`config.mk`:
```
export PLATFORM = sky130hd
export DESIGN_NAME = mx_fp6_quantizer
export DESIGN_NICKNAME = d
export VERILOG_FILES = /design/src/rtl/fp6_pkg.sv /design/src/rtl/fp6_e2m3_encode.sv /design/src/rtl/mx_fp6_quantizer.sv
export SDC_FILE = /design/constraint.sdc
export NUM_CORES = 1
export LEC_CHECK = 0
export CAP_MARGIN = 20
export CORE_ASPECT_RATIO = 1.5
export CORE_MARGIN = 4
export CORE_UTILIZATION = 40
export DETAILED_ROUTE_END_ITERATION = 7
export GPL_TIMING_DRIVEN = 0
export PLACE_DENSITY = 0.57
export SLEW_MARGIN = 10
export SYNTH_ARGS = -nofsm -noshare
export SYNTH_HDL_FRONTEND = slang
export SYNTH_SLANG_ARGS = --single-unit
```
`constraint.sdc`:
```
create_clock -name clk -period 6.6 [get_ports clk]
set_input_delay 1.32 -clock clk [delete_from_list [all_inputs] [get_ports clk]]
set_output_delay 1.32 -clock clk [all_outputs]
set_load 0.01 [all_outputs]
```
`src/rtl/fp6_pkg.sv`:
```
// Shared constants and types for the FP6 E2M3 / MX conversion blocks.
// Field widths follow BF16 (1/8/7) and E2M3 (1/2/3); E8M0 is a bare biased exponent.
package fp6_pkg;

    localparam int FP6_EXP_W = 2;
    localparam int FP6_MAN_W = 3;
    localparam int FP6_W     = 1 + FP6_EXP_W + FP6_MAN_W;
    localparam int FP6_EMAX  = 2;

    localparam logic [FP6_W-2:0] FP6_MAX_MAG = 5'b11111;
    localparam logic [7:0]       E8M0_NAN    = 8'hFF;

    localparam int BF16_EXP_W = 8;
    localparam int BF16_MAN_W = 7;
    localparam int BF16_W     = 1 + BF16_EXP_W + BF16_MAN_W;

    localparam logic [BF16_EXP_W-1:0] BF16_EXP_ONES = 8'hFF;

    typedef enum logic {
        FILL = 1'b0,
        EMIT = 1'b1
    } quant_state_t;

endpackage

```
`src/rtl/fp6_e2m3_encode.sv`:
```
// Combinational BF16 -> FP6 E2M3 encoder against a shared E8M0 scale.
// Rounds to nearest even, saturates to the largest magnitude and flags saturation.
module fp6_e2m3_encode
    import fp6_pkg::*;
(
    input  logic [BF16_W-1:0] bf16,
    input  logic [7:0]        scale,
    output logic [FP6_W-1:0]  fp6,
    output logic              sat
);

    logic                  sign;
    logic [BF16_EXP_W-1:0] exp_b;
    logic [BF16_MAN_W-1:0] man;
    logic signed [9:0]     r;
    logic [2:0]            dshift;
    logic [1:0]            e_off;
    logic [11:0]           window;
    logic                  inc;
    logic [5:0]            sum;

    assign sign  = bf16[BF16_W-1];
    assign exp_b = bf16[BF16_W-2 -: BF16_EXP_W];
    assign man   = bf16[BF16_MAN_W-1:0];
    assign r     = $signed({2'b00, exp_b}) - $signed({2'b00, scale});

    // Normal results: hidden one sits at weight 8, so r*8 + {1,mmm} gives {r+1, mmm}.
    // Subnormals shift the significand right by -r and add nothing to the exponent field.
    assign dshift = (r < 10'sd0) ? (3'd0 - r[2:0]) : 3'd0;
    assign e_off  = (r < 10'sd0) ? 2'b00 : r[1:0];
    assign window = {1'b1, man, 4'b0000} >> dshift;
    assign inc    = window[7] && ((|window[6:0]) || window[8]);
    assign sum    = {1'b0, e_off, 3'b000} + {2'b00, window[11:8]} + {5'b00000, inc};

    always_comb begin
        fp6 = {sign, sum[4:0]};
        sat = 1'b0;
        if (exp_b == BF16_EXP_ONES) begin
            fp6 = {sign, FP6_MAX_MAG};
            sat = 1'b1;
        end else if ((exp_b == '0) || (r < -10'sd4)) begin
            fp6 = {sign, 5'b00000};
        end else if ((r > 10'(FP6_EMAX)) || sum[5]) begin
            fp6 = {sign, FP6_MAX_MAG};
            sat = 1'b1;
        end
    end

endmodule

```
`src/rtl/mx_fp6_quantizer.sv`:
```
// Buffers BLOCK_SIZE BF16 values, derives a shared E8M0 scale and streams FP6 E2M3 out.
// Optional FP6_QUANT_SAT_CNT_EN adds a saturating count of saturated output elements.
module mx_fp6_quantizer
    import fp6_pkg::*;
#(
    parameter int BLOCK_SIZE = 32
) (
    input  logic              clk,
    input  logic              rst,
    input  logic              in_valid,
    output logic              in_ready,
    input  logic [BF16_W-1:0] in_data,
    output logic              out_valid,
    input  logic              out_ready,
    output logic [FP6_W-1:0]  out_data,
    output logic [7:0]        out_scale,
    output logic              out_last
`ifdef FP6_QUANT_SAT_CNT_EN
    ,
    output logic [15:0]       sat_count
`endif
);

    localparam int            CW       = $clog2(BLOCK_SIZE);
    localparam logic [CW-1:0] LAST_IDX = CW'(BLOCK_SIZE - 1);

    quant_state_t          state, state_next;
    logic [CW-1:0]         count;
    logic [7:0]            max_exp, max_exp_next;
    logic [7:0]            scale, scale_next;
    logic                  nan_seen, nan_next;
    logic [BF16_W-1:0]     buf_mem [BLOCK_SIZE];
    logic [BF16_EXP_W-1:0] in_exp;
    logic                  in_fire, out_fire, at_last;
    logic [FP6_W-1:0]      enc_fp6;
`ifdef FP6_QUANT_SAT_CNT_EN
    logic                  enc_sat;
`endif

    assign in_exp       = in_data[BF16_W-2 -: BF16_EXP_W];
    assign at_last      = (count == LAST_IDX);
    assign in_fire      = in_valid && (state == FILL);
    assign out_fire     = out_ready && (state == EMIT);
    assign max_exp_next = (in_exp > max_exp) ? in_exp : max_exp;
    assign nan_next     = nan_seen || (in_exp == BF16_EXP_ONES);

    // Scale includes the beat being accepted so it is ready the cycle EMIT starts.
    always_comb begin
        scale_next = 8'h00;
        if (nan_next) begin
            scale_next = E8M0_NAN;
        end else if (max_exp_next > 8'(FP6_EMAX)) begin
            scale_next = max_exp_next - 8'(FP6_EMAX);
        end
    end

    always_ff @(posedge clk or posedge rst) begin
        if (rst) begin
            state <= FILL;
        end else begin
            state <= state_next;
        end
    end

    always_comb begin
        state_next = state;
        in_ready   = 1'b0;
        out_valid  = 1'b0;
        case (state)
            FILL: begin
                in_ready = 1'b1;
                if (in_fire && at_last) begin
                    state_next = EMIT;
                end
            end
            EMIT: begin
                out_valid = 1'b1;
                if (out_fire && at_last) begin
                    state_next = FILL;
                end
            end
            default: state_next = FILL;
        endcase
    end

    always_ff @(posedge clk or posedge rst) begin
        if (rst) begin
            count    <= '0;
            max_exp  <= 8'h00;
            nan_seen <= 1'b0;
            scale    <= 8'h00;
        end else if (in_fire) begin
            max_exp  <= max_exp_next;
            nan_seen <= nan_next;
            if (at_last) begin
                count <= '0;
                scale <= scale_next;
            end else begin
                count <= count + 1'b1;
            end
        end else if (out_fire) begin
            if (at_last) begin
                count    <= '0;
                max_exp  <= 8'h00;
                nan_seen <= 1'b0;
            end else begin
                count <= count + 1'b1;
            end
        end
    end

    // Element storage needs no reset: an aborted block is simply refilled from index 0.
    always_ff @(posedge clk) begin
        if (in_fire) begin
            buf_mem[count] <= in_data;
        end
    end

    fp6_e2m3_encode u_encode (
        .bf16  (buf_mem[count]),
        .scale (scale),
        .fp6   (enc_fp6),
`ifdef FP6_QUANT_SAT_CNT_EN
        .sat   (enc_sat)
`else
        .sat   ()
`endif
    );

    assign out_data  = (state == EMIT) ? enc_fp6 : '0;
    assign out_last  = (state == EMIT) && at_last;
    assign out_scale = scale;

`ifdef FP6_QUANT_SAT_CNT_EN
    always_ff @(posedge clk or posedge rst) begin
        if (rst) begin
            sat_count <= 16'h0000;
        end else if (out_fire && enc_sat && (sat_count != 16'hFFFF)) begin
            sat_count <= sat_count + 16'd1;
        end
    end
`endif

endmodule

```
### After elaboration in Yosys (flattened, before gate mapping)

Memories as Yosys holds them, arrays and structs flattened.
Cells that the tools add are included.

| cells by class | value |
|---|---|
| $add $sub $neg | 6 |
| $lt $le $gt $ge | 5 |
| eq/ne operators | 3 |
| shift operators | 1 |
| muxes and demuxes | 25 |
| bitwise gates (word level) | 1 |
| reduce and logical (&&, ||, !) cells | 16 |

Operators by type and width:

| kind | count |
|---|---|
| $mux 8 | 6 |
| $mux 5 | 6 |
| $eq 8x8->1 const B | 2 |
| $shr 12x3->12 | 1 |
| $gt 10x3->1 const B | 1 |
| $lt 10x1->1 const B | 1 |
| $lt 10x3->1 const B | 1 |
| $mux 1 | 9 |
| $sub 8x8->9 | 1 |
| $gt 8x2->1 const B | 1 |
| $gt 8x8->1 | 1 |
| $logic_not 8->1 | 1 |
| $sub 8x2->8 const B | 1 |
| $reduce_or 7->1 | 1 |
| $add 5x4->6 | 1 |
| $add 6x1->6 | 1 |
| $logic_and 1x1->1 | 6 |
| $mux 6 | 1 |
| $add 5x1->5 const B | 1 |
| $eq 5x5->1 const B | 1 |
| $logic_or 1x1->1 | 4 |
| $reduce_and 2->1 | 2 |
| $reduce_bool 2->1 | 2 |
| $mux 3 | 1 |
| other kinds (4) | 4 |

| storage, ports and cells | value |
|---|---|
| flip-flop bits (word level) | 23 |
| bits in writable memories | 512 |
| output and inout port bits | 17 |
| memories kept | 1 |

Memories:

| memory | depth | bits a word | read ports | clocked after memory_dff | wr ports | RTL line | source |
|---|---|---|---|---|---|---|---|
| buf_mem | 32 | 16 | 1 | 0 | 1 | mx_fp6_quantizer.sv:32 | `logic [BF16_W-1:0] buf_mem [BLOCK_SIZE];` |

### Longest topological paths before layout

Gate-level depths: netlist of the first run.
An unclocked memory read counts as a cell.

| depth | value |
|---|---|
| depth after elaboration | 14 |
| mapped depth | 23 |

### Hierarchy

From an unflattened synthesis of the first run, not the netlist that was laid out.

| second synthesis, totals | value |
|---|---|
| cells, all modules | 1164 |
| area, all modules | 22004.9 um2 |

Modules (own cells, without submodules):

| module | instances | cells each | area each (um2) |
|---|---|---|---|
| mx_fp6_quantizer | 1 | 1010 | 20937.6 |
| fp6_e2m3_encode | 1 | 154 | 1067.3 |

### Worst setup path before layout of the first run

Ideal clock, no wire load.

| path | value |
|---|---|
| kind | reg-to-output |
| start point | register count[0] |
| end point | output out_data[4] |
| data arrival time | 4.337 ns |
| data required time | 5.280 ns |
| slack | 0.943 ns |
| cell stages (with the launch flop) | 23 |
| cells stage by stage | dfrtp_1 > buf_2 > buf_6 > buf_4 > mux4_2 > a22oi_1 > nand4_1 > inv_1 > ha_1 > inv_1 > fa_1 > inv_1 > ha_1 > xnor2_1 > o21ai_0 > nand3_1 > o311a_4 > nor2_1 > ha_1 > nand3_1 > xnor2_1 > a21oi_1 > a21oi_1 |

| between the ends | value |
|---|---|
| cells in the longest elaborated chain, start to end | 14 |

Ends and longest elaborated chain:

| what | RTL line | source |
|---|---|---|
| start: declaration | mx_fp6_quantizer.sv:28 | `logic [CW-1:0] count;` |
| start signal: assignment | mx_fp6_quantizer.sv:99 | `count <= count + 1'b1;` |
| start signal: assignment | mx_fp6_quantizer.sv:107 | `count <= count + 1'b1;` |
| $mem_v2 32x16 (*) | - |  |
| branches (longest 11 deep; another with $lt 10x1->1) | - |  |
| $mux 5 (*) | fp6_e2m3_encode.sv:38 | `if (exp_b == BF16_EXP_ONES) begin` |
| $mux 6 (*) | mx_fp6_quantizer.sv:130 | `assign out_data = (state == EMIT) ? enc_fp6 : '0;` |
| end: declaration | mx_fp6_quantizer.sv:15 | `output logic [FP6_W-1:0] out_data,` |

Mark *: on every way between the ends.

### Worst setup path after layout of the first run

Ends and elaborated chain as after synthesis.

==> out/metrics.yaml, run 1 <==
grt_antenna_before_repair: 0
critical_path_required_ns: 5.28
synth.distinct_cells: 63
crit_slowest_cell: "fa_2"
synthesis.nets: 1256
synth_top_area_share_pct: 69.9
vias: 12200
drc_errors: 0
synth-seq-area-share_pct: 72.5
synth_async_sr_flop_share_pct: 4.30
synth_warnings: 0
start_util_pct: 40.3
max_stage_delay_ns: 0.59
syn-cell-area_um2: 22000
cts_made_buffers: 48
dp.cells: 1960
area_growth_pct: 18.2
path_class: "reg -> out"
synth-simple-area-share_pct: 4.80
drt-vias-per-instance: 5.85
root_buffer: "clkbuf_16"
drive_gt1_share_pct: 24.6
hold_viol_final: 0
finalCritPeriodShare_pct: 98.0
final_cells: 2079
synth-edff-count: 512
grt_start_max_net_pins: 39
synth_top_family_by_area: "multiplexers"
crit_fanout: 7
diodes: 0
gp_congestion: 0.804
ys_seq_elements: 535
clk_latency_ns: 0.60
fp-row-count: 105
clock_path_buffers: 3
avgSynthCellArea_um2: 18.2
fp.dieH_um: 295
synth_mux_area_share_pct: 13.3
grt_setup_unrepaired: "yes"
vdd_ir_drop_max_uv: 430
end_kind: "primary output"
track_usage_pct: 21.2
synthAdderAreaFrac_pct: 1.57
grt_pass1_wl_mm: 88.6
final_antenna_net_count: 0
tritoncts: "built"
grt_pass1_vias: 12400
core_area_um2: 54500
synth_area_leaders: "edfxtp_1, mux4_2, mux2i_1, dfrtp_1, a22oi_1"
finalSetupViolations: 0
max_cap_viol_count: 0
first_pass_iters: 5
path_cells: "buf_6 -> buf_12 -> buf_16 -> mux4_2 -> a22oi_2 -> nand4_1 -> buf_6 -> inv_1 -> ha_1 -> inv_1 -> fa_2 -> inv_2 -> ha_4 -> xnor2_2 -> o21ai_2 -> nand3_1 -> o311a_4 -> nor2_2 -> ha_2 -> nand3_1 -> xnor2_1 -> a21oi_1 -> a21oi_1 -> buf_2"
dp_hpwl_mm: 39.4
hp-class: "reg -> reg"
synth.largest_area_cell: "edfxtp_1"
synth_compound_area_share_pct: 5.32
p_leak_nw: 8.56
critPathArrivalTime_ns: 5.15
utilization_pct: 47.7
clk_pin_slew_ns: 0.06
boundaryPins: 37
route.detailed.wl_per_inst_um: 30.0
die-area_um2: 58900
placement.io_buffers: 36
dieWidth_um: 199
start_kind: "flip-flop"
period_needed_ns: 6.47
relSlewSlack_pct: 32.3
clock_skew_ns: 0.0318
ys.flop_type: "edfxtp_1"
netlist_instances: 1209
power_mw: 12.8
htreeDepth: 2
slew_violations: 0
nNetsFinal: 1393
fmax_ghz: 0.155
tightestPinTransition_ns: 1.01
outcome: "complete, no violations"
drt_wl_total_mm: 62.3
clock_sinks: 535
drt_iter0_markers: 1033
p_per_area_nw_per_um2: 491
synthXorXnorAreaFrac_pct: 0.558
grt_overflow: 0
## routing by layer
| layer | share of wire (%) | wire, um | global-route usage [%] |
|---|---|---|---|
| met1 | 36 | 22500 | 25.3 |
| met4 | 4.8 | 2980 | 8.37 |
| met5 | 0 | 0 | 0 |
| met3 | 5.1 | 3190 | 2.66 |
| met2 | 54 | 33600 | 38.7 |
## sequential cells by signal (all words and copies together), names as in the netlist
| name | count |
|---|---|
| buf_mem | 512 |
| count | 5 |
| max_exp | 8 |
| nan_seen | 1 |
| out_scale | 8 |
| state | 1 |
## logic make-up after synthesis
kind of cell | after synthesis
muxes | 186
AOI/OAI and AO/OA | 175
adders and majority gates | 27
xor gates and xnor gates | 14
DFF | 535
buffers and inverters | 81
and+or+nand+nor | 191
## per-stage QoR
stage / TNS (ns) / worst slack (ns) / hold WS, ns / cell area [um2]
after floorplan: 0 / 0.943 / 0.471 / 22000
after global placement: -3.67 / -0.950 / 0.501 / 23200
after detailed placement: -3.86 / -0.997 / 0.509 / 23900
after CTS: -0.0745 / -0.0745 / 0.521 / 25800
after global routing: -0.218 / -0.0984 / 0.585 / 26000
final: 0 / 0.134 / 0.517 / 26000
## cells in the final DEF (no fill, tap or decap), types with 15 or more instances in the layout
cell / n
dfrtp_1: 22
clkdlybuf4s50_1: 28
o21ai_0: 17
clkbuf_16: 49
nand4_1: 16
buf_16: 15
nor2_4: 27
mux2_2: 21
clkbuf_1: 21
nand2_1: 32
ha_1: 22
a22oi_1: 40
buf_2: 16
a21oi_1: 25
edfxtp_1: 512
inv_1: 23
nor2_1: 20
o22ai_1: 47
mux2i_1: 81
buf_4: 38
mux4_2: 82
## Yosys cell counts (7+ instances only)
master,number
buf_6,8
xnor2_1,9
nor3_1,9
clkbuf_1,9
inv_1,25
a21oi_1,27
a22oi_1,46
buf_2,21
mux2i_1,81
nand2_1,33
buf_1,7
dfrtp_1,23
nand3_1,12
ha_1,26
o21ai_0,19
nor4_1,13
o22ai_1,47
mux4_2,82
mux2_2,22
edfxtp_1,512
nand4_1,16
buf_4,11
nor2_1,54
## what timing repair did
action                     in CTS  in global routing
resized for setup              64                 27
pin swaps                      10                 11
hold buffers                    0                  0
setup endpoints to repair       5                  5
setup buffers                  24                  7
## worst max-delay path, delay by kind of cell, from the launching register on
| family | cells | cell delay (ns) |
|---|---|---|
| compound gates | 5 | 0.78 |
| xor+xnor | 2 | 0.34 |
| fa+ha+maj | 4 | 1.12 |
| buf+inv | 8 | 0.97 |
| flops | 1 | 0.38 |
| mux | 1 | 0.52 |
| simple gates | 4 | 0.46 |
## cell type report
class / instances / area (um2)
Sequential cell: 535 / 16000
Timing Repair Buffer: 92 / 1110
Buffer: 51 / 477
Inverter: 25 / 93.8
Multi-Input combinational cell: 593 / 5990
Fill cell: 4503 / 28500
Tap cell: 695 / 870
Clock inverter: 25 / 225
Clock buffer: 63 / 1280
## report_power, final
part           internal, mW  switching (mW)
clock network          1.49            1.22
logic                  2.60            3.45
registers              3.91          0.0877
## worst paths after layout
path	start	to	slack, ns	cells after the start
setup reg to reg	count[0]	buf_mem[0][3]	2.79	11
hold / removal	max_exp[6]	max_exp[6]	0.52	2
min in group asynchronous	rst	state	1.06	2
max in group asynchronous	rst	out_scale[2]	5.10	3
setup / recovery	count[0]	out_data[4]	0.13	24
hold reg to reg	max_exp[6]	max_exp[6]	0.52	2
Power figures use the tool's default switching activity.
==> run 2, diff against run 1 <==
--- a/config.mk
+++ b/config.mk
@@ -12,7 +12,7 @@
 export DETAILED_ROUTE_END_ITERATION = 7
 export GPL_TIMING_DRIVEN = 0
 export PLACE_DENSITY = 0.57
-export SLEW_MARGIN = 10
+export SLEW_MARGIN = 20
 export SYNTH_ARGS = -nofsm -noshare
 export SYNTH_HDL_FRONTEND = slang
 export SYNTH_SLANG_ARGS = --single-unit
==> run 2 against run 1 <==
  * Design area is 1.5% higher
  * Sequential share of layout area is 0.88 points lower
  * Combinational power is 5.5% higher
  * Clock-buffer cell count is 1 higher
  * Core utilization is 0.70 points higher
  * Setup slack worse by 0.040 ns
  * Critical endpoint unchanged
==> out/metrics.yaml, run 2 (synthesis gave the netlist of run 1 again) <==
grt_start_max_net_pins: 39  # unchanged
layout_setup_ws_ns: 0.0935  # was 0.134 ns
nNetsFinal: 1407  # was 1393
slew_violations: 0  # unchanged
drt-vias-per-instance: 5.93  # was 5.85
crit_fanout: 8  # was 7
htreeDepth: 2  # unchanged
layout_common_cells: "edfxtp_1, mux4_2, mux2i_1"  # unchanged
grt_overflow: 0  # unchanged
path_buf_inv: 6  # was 8
critical_path_required_ns: 5.28  # about the same
finalSetupViolations: 0  # unchanged
first_pass_iters: 7  # was 5
p_seq_share_pct: 30.4  # was 31.4%
grt_pass1_wl_mm: 89.7  # was 88.6 mm
track_usage_pct: 21.4  # was 21.2%
hold_viol_final: 0  # unchanged
critPathArrivalTime_ns: 5.19  # was 5.15 ns
fp.dieH_um: 295  # unchanged
core_area_um2: 54500  # unchanged
p_leak_nw: 8.71  # was 8.56 nW
start_kind: "flip-flop"  # unchanged
fmax_ghz: 0.154  # was 0.155 GHz
vdd_ir_drop_max_uv: 442  # was 430 uV
outcome: "complete, no violations"  # unchanged
clk_pin_slew_ns: 0.07  # was 0.06 ns
hp-class: "reg -> reg"  # unchanged
path_class: "reg -> out"  # unchanged
dp_hpwl_mm: 41.0  # was 39.4 mm
drt_iter0_markers: 1164  # was 1033
dieWidth_um: 199  # unchanged
relSlewSlack_pct: 31.2  # was 32.3%
diodes: 0  # unchanged
p_sw_share_pct: 37.6  # was 37.3%
comb_power_share_pct: 48.5  # was 47.4%
clk_latency_ns: 0.58  # was 0.60 ns
grt_antenna_before_repair: 0  # unchanged
cts_made_buffers: 49  # was 48
final_antenna_net_count: 0  # unchanged
start_util_pct: 40.3  # unchanged
placement.io_buffers: 36  # unchanged
max_stage_delay_ns: 0.50  # was 0.59 ns
vias: 12400  # was 12200
area_growth_pct: 20.0  # was 18.2%
placed_cell_area_um2: 24100  # was 23900 um2
final_area_um2: 26400  # was 26000 um2
fp-row-count: 105  # unchanged
cpLargestDelayFamily: "compound AO/OA/AOI/OAI gates"  # was adder cells
clock_skew_ns: 0.0294  # was 0.0318 ns
p_sw_mw: 4.94  # was 4.76 mW
power.internal_mw: 8.22  # was 8.00 mW
crit_slowest_cell: "mux4_2"  # was fa_2
largest_register_ffs: 512  # unchanged
pre_cts_ws_ns: -1.03  # was -0.997 ns
die-area_um2: 58900  # unchanged
gp_congestion: 0.804  # unchanged
p_per_area_nw_per_um2: 499  # was 491 nW/um2
drive_gt1_share_pct: 27.4  # was 24.6%
critPathMostFrequentCell: "a21oi_1"
clock_path_buffers: 3  # unchanged
grt_setup_unrepaired: "yes"  # unchanged
power_mw: 13.2  # was 12.8 mW
clock_sinks: 535  # unchanged
whs_ns: 0.528  # was 0.517 ns
grt_pass1_vias: 12500  # was 12400
max_cap_viol_count: 0  # unchanged
end_kind: "primary output"  # unchanged
cts_hold_buf: 0  # unchanged
tritoncts: "built"  # unchanged
boundaryPins: 37  # unchanged
drc_errors: 0  # unchanged
path_cells: "buf_6 -> buf_12 -> buf_16 -> buf_4 -> mux4_2 -> a22oi_1 -> nand4_1 -> buf_4 -> ha_1 -> a21oi_1 -> a21oi_4 -> or3_4 -> mux2_4 -> nor2_2 -> ha_2 -> nand3_2 -> xnor2_1 -> a21oi_1 -> a21oi_1 -> buf_2"  # was buf_6 -> buf_12 -> buf_16 -> mux4_2 -> a22oi_2 -> nand4_1 -> buf_6 -> inv_1 -> ha_1 -> inv_1 -> fa_2 -> inv_2 -> ha_4 -> xnor2_2 -> o21ai_2 -> nand3_1 -> o311a_4 -> nor2_2 -> ha_2 -> nand3_1 -> xnor2_1 -> a21oi_1 -> a21oi_1 -> buf_2
period_needed_ns: 6.51  # was 6.47 ns
drt_wl_total_mm: 62.8  # was 62.3 mm
tightestPinTransition_ns: 1.03  # was 1.01 ns
route.detailed.wl_per_inst_um: 30.0  # about the same
power_frac_clock_pct: 21.1  # was 21.2%
regMostFlops: "buf_mem"  # unchanged
finalCritPeriodShare_pct: 98.6  # was 98.0%
root_buffer: "clkbuf_16"  # unchanged
final_common_cell: "edfxtp_1"  # unchanged
rrSetupSlack_ns: 2.70  # was 2.79 ns
run 2: cell count changes in the layout (fill, tap and decap cells not counted), moves of 6 or more:
| cell | delta |
|---|---|
| buf_16 | +12 |
| buf_2 | +8 |
| buf_4 | +12 |
| buf_8 | -9 |
| clkdlybuf4s50_1 | -8 |
| clkinv_2 | +6 |
| nor2_4 | +6 |
run 2: routing by layer:
metal	vias to the layer above	track usage [%]	routed length, um
met4	0	8.01	2730
met1	6552	26.2	23100
li1	5265	-	-
met3	117	2.70	3340
met5	-	0	0
met2	489	38.5	33600
run 2: repair_timing:
action | in CTS | in global routing
pin swaps | 9 | 14
resized for setup | 61 | 40
gates cloned | 0 | 0
setup buffers | 28 | 15
endpoints found under the setup margin | 5 | 5
run 2: worst reg2reg max path, cell delays in order (launching register included):
cell and delay [ns]:
dfrtp_1 0.42, buf_6 0.16, buf_12 0.15, buf_16 0.15
buf_4 0.13, buf_4 0.15, buf_6 0.19, buf_2 0.26
buf_2 0.30, inv_1 0.17, ha_1 0.16, nand2_1 0.44
nor2_4 0.82
run 2: cell type report:
type                            count  area, um2
Clock inverter                     27        213
Multi-Input combinational cell    593       6090
Inverter                           25       96.3
Timing Repair Buffer              105       1340
Clock buffer                       64       1350
Sequential cell                   535      16000
Fill cell                        4408      28100
Tap cell                          695        870
Buffer                             51        465
run 2: power groups by stage:
stage | logic (mW) | clock network [mW] | registers [mW]
6_report | 6.38 | 2.77 | 4.00
2_1_floorplan | 3.46 | 0 | 4.06
3_5_place_dp | 5.19 | 0 | 4.07
4_1_cts | 5.72 | 2.81 | 4.00
3_3_place_gp | 4.99 | 0 | 4.07
5_1_grt | 6.81 | 2.95 | 4.02
run 2: worst paths after layout:
kind / startpoint / end / cells after the start
setup / recovery: count[0] / out_data[4] / 20
hold / removal: max_exp[6] / max_exp[6] / 2
setup reg to reg: count[0] / buf_mem[10][3] / 12
hold reg to reg: max_exp[6] / max_exp[6] / 2
max in group asynchronous: rst / count[1] / 2
min in group asynchronous: rst / count[0] / 2
run 2: through the flow:
stage	util, %	setup TNS, ns	instances
finish	48.4	0	2095
global route	48.4	-0.246	2095
CTS	47.9	-0.142	2081
detailed placement	44.3	-4.03	1966
global placement	42.6	-3.67	1940
floorplan	-	0	1209
==> run 3, diff against run 2 <==
--- a/config.mk
+++ b/config.mk
@@ -12,6 +12,7 @@
 export DETAILED_ROUTE_END_ITERATION = 7
 export GPL_TIMING_DRIVEN = 0
 export PLACE_DENSITY = 0.57
+export SETUP_SLACK_MARGIN = 0.02
 export SLEW_MARGIN = 20
 export SYNTH_ARGS = -nofsm -noshare
 export SYNTH_HDL_FRONTEND = slang
==> run 3 against run 2 <==
  * Clock skew hardly changed
  * Largest cell class unchanged
  * Flip-flop and latch count stayed put
  * Critical path depth is 3 higher
  * Setup slack better by 0.094 ns
==> out/metrics.yaml, run 3 (synthesis gave the netlist of run 1 again) <==
outcome: "complete, no violations"  # unchanged
p_per_area_nw_per_um2: 506  # was 499 nW/um2
hp-start: "max_exp[6]"  # unchanged
grt_pass1_vias: 12500  # unchanged
grt_setup_unrepaired: "yes"  # unchanged
r2r_end: "buf_mem[24][5]"  # was buf_mem[10][3]
boundaryPins: 37  # unchanged
critical_path_required_ns: 5.28  # about the same
drt_iter0_markers: 1215  # was 1164
crit_fanout: 7  # was 8
critPathArrivalTime_ns: 5.09  # was 5.19 ns
area_growth_pct: 20.4  # was 20.0%
cts_hold_buf: 0  # unchanged
fp.dieH_um: 295  # unchanged
finalSetupViolations: 0  # unchanged
pre_cts_ws_ns: -1.03  # unchanged
track_usage_pct: 21.4  # unchanged
fmax_ghz: 0.156  # was 0.154 GHz
fin_tns_setup_ns: 0  # unchanged
dp_hpwl_mm: 41.0  # unchanged
clk_latency_ns: 0.59  # was 0.58 ns
holdPathStages: 2  # unchanged
die-area_um2: 58900  # unchanged
clock_path_buffers: 3  # unchanged
grt_pass1_wl_mm: 89.7  # unchanged
grt_start_max_net_pins: 39  # unchanged
vdd_ir_drop_max_uv: 441  # was 442 uV
r2r_cells: 13  # was 12
drt-vias-per-instance: 5.97  # was 5.93
nNetsFinal: 1414  # was 1407
hold_end: "max_exp[6]"  # unchanged
final_antenna_net_count: 0  # unchanged
vias: 12600  # was 12400
final_common_cell: "edfxtp_1"  # unchanged
diodes: 0  # unchanged
clock_skew_ns: 0.0298  # was 0.0294 ns
first_pass_iters: 5  # was 7
root_buffer: "clkbuf_16"  # unchanged
grt_overflow: 0  # unchanged
tightestPinTransition_ns: 1.07  # was 1.03 ns
drive_gt1_share_pct: 28.3  # was 27.4%
tritoncts: "built"  # unchanged
slew_violations: 0  # unchanged
finalCritPeriodShare_pct: 97.2  # was 98.6%
start_kind: "flip-flop"  # unchanged
utilization_pct: 48.6  # was 48.4%
timing.rr.start: "count[0]"  # unchanged
gp_congestion: 0.804  # unchanged
grt_antenna_before_repair: 0  # unchanged
relSlewSlack_pct: 28.6  # was 31.2%
regMostFlops: "buf_mem"  # unchanged
hp-class: "reg -> reg"  # unchanged
start_util_pct: 40.3  # unchanged
path_class: "reg -> out"  # unchanged
drt_wl_total_mm: 63.0  # was 62.8 mm
drc_errors: 0  # unchanged
hold_viol_final: 0  # unchanged
htreeDepth: 2  # unchanged
cts_made_buffers: 49  # unchanged
dieWidth_um: 199  # unchanged
max_cap_viol_count: 0  # unchanged
layout_setup_ws_ns: 0.188  # was 0.0935 ns
route.detailed.wl_per_inst_um: 30.0  # about the same
timing.critical_path.from: "count[0]"  # unchanged
layout_common_cells: "edfxtp_1, mux4_2, mux2i_1"  # unchanged
clock_sinks: 535  # unchanged
placement.io_buffers: 36  # unchanged
rrSetupSlack_ns: 2.70  # about the same
p_leak_nw: 8.75  # was 8.71 nW
end_kind: "primary output"  # unchanged
fp-row-count: 105  # unchanged
fillerInstances: 4397  # was 4408
period_needed_ns: 6.41  # was 6.51 ns
largest_register_ffs: 512  # unchanged
core_area_um2: 54500  # unchanged
clk_pin_slew_ns: 0.07  # about the same
-- run 3: stage by stage --
step,hold slack [ns],std cells,area (um2),total power [mW]
5_1_grt,0.560,2102,26500,14.0
3_3_place_gp,0.501,1940,23200,9.07
2_1_floorplan,0.471,1209,22000,7.52
3_5_place_dp,0.511,1966,24100,9.26
6_report,0.531,2102,26500,13.4
4_1_cts,0.528,2081,26100,12.5
-- run 3: worst max path at each step --
stage | to
global route | out_data[4]
detailed placement | out_data[4]
floorplan | out_data[4]
finish | out_data[4]
global placement | out_data[4]
CTS | out_data[4]
-- run 3: layout make-up --
type | count | area, um2 | area share, %
sequential | 535 | 16000 | 60.3
multi-input combinational | 593 | 6130 | 23.1
timing repair buffer | 112 | 1400 | 5.27
clock buffer | 64 | 1350 | 5.11
tap | 695 | 870 | 3.28
buffer | 51 | 465 | 1.76
clock inverter | 27 | 213 | 0.803
inverter | 25 | 96.3 | 0.364
-- run 3: repair_timing --
action / 4_1_cts / 5_1_grt
setup endpoints to repair: 5 / 5
gates cloned: 0 / 0
setup buffers: 28 / 22
gates resized for setup: 61 / 49
pin swaps: 9 / 20
-- run 3: report_power, final --
group	internal (mW)	total (mW)	leakage [nW]	switching [mW]
Sequential	3.91	4.00	4.88	0.0904
Combinational	2.93	6.63	3.11	3.70
Clock	1.53	2.77	0.761	1.24
Total	8.38	13.4	8.75	5.03
-- run 3: critical path, cell delays in order, from the launching register on --
cell and delay, ns:
dfrtp_1 0.40, buf_6 0.15, buf_12 0.15, buf_16 0.14, mux4_2 0.51, a22oi_2 0.21
nand4_1 0.13, buf_6 0.17, inv_4 0.06, ha_4 0.12, inv_2 0.04, fa_2 0.60
inv_2 0.07, ha_4 0.20, xnor2_4 0.16, buf_6 0.13, o311a_4 0.32, nor2_2 0.09
ha_2 0.19, nand3_2 0.07, xnor2_1 0.16, a21oi_1 0.09, a21oi_1 0.17, buf_2 0.15
-- run 3: metal layers --
layer	wire, um	global-route usage, %	share of wire, %
met3	3190	2.70	5.1
met5	0	0	0
met1	23300	26.2	37
met4	2840	8.01	4.5
met2	33600	38.5	53
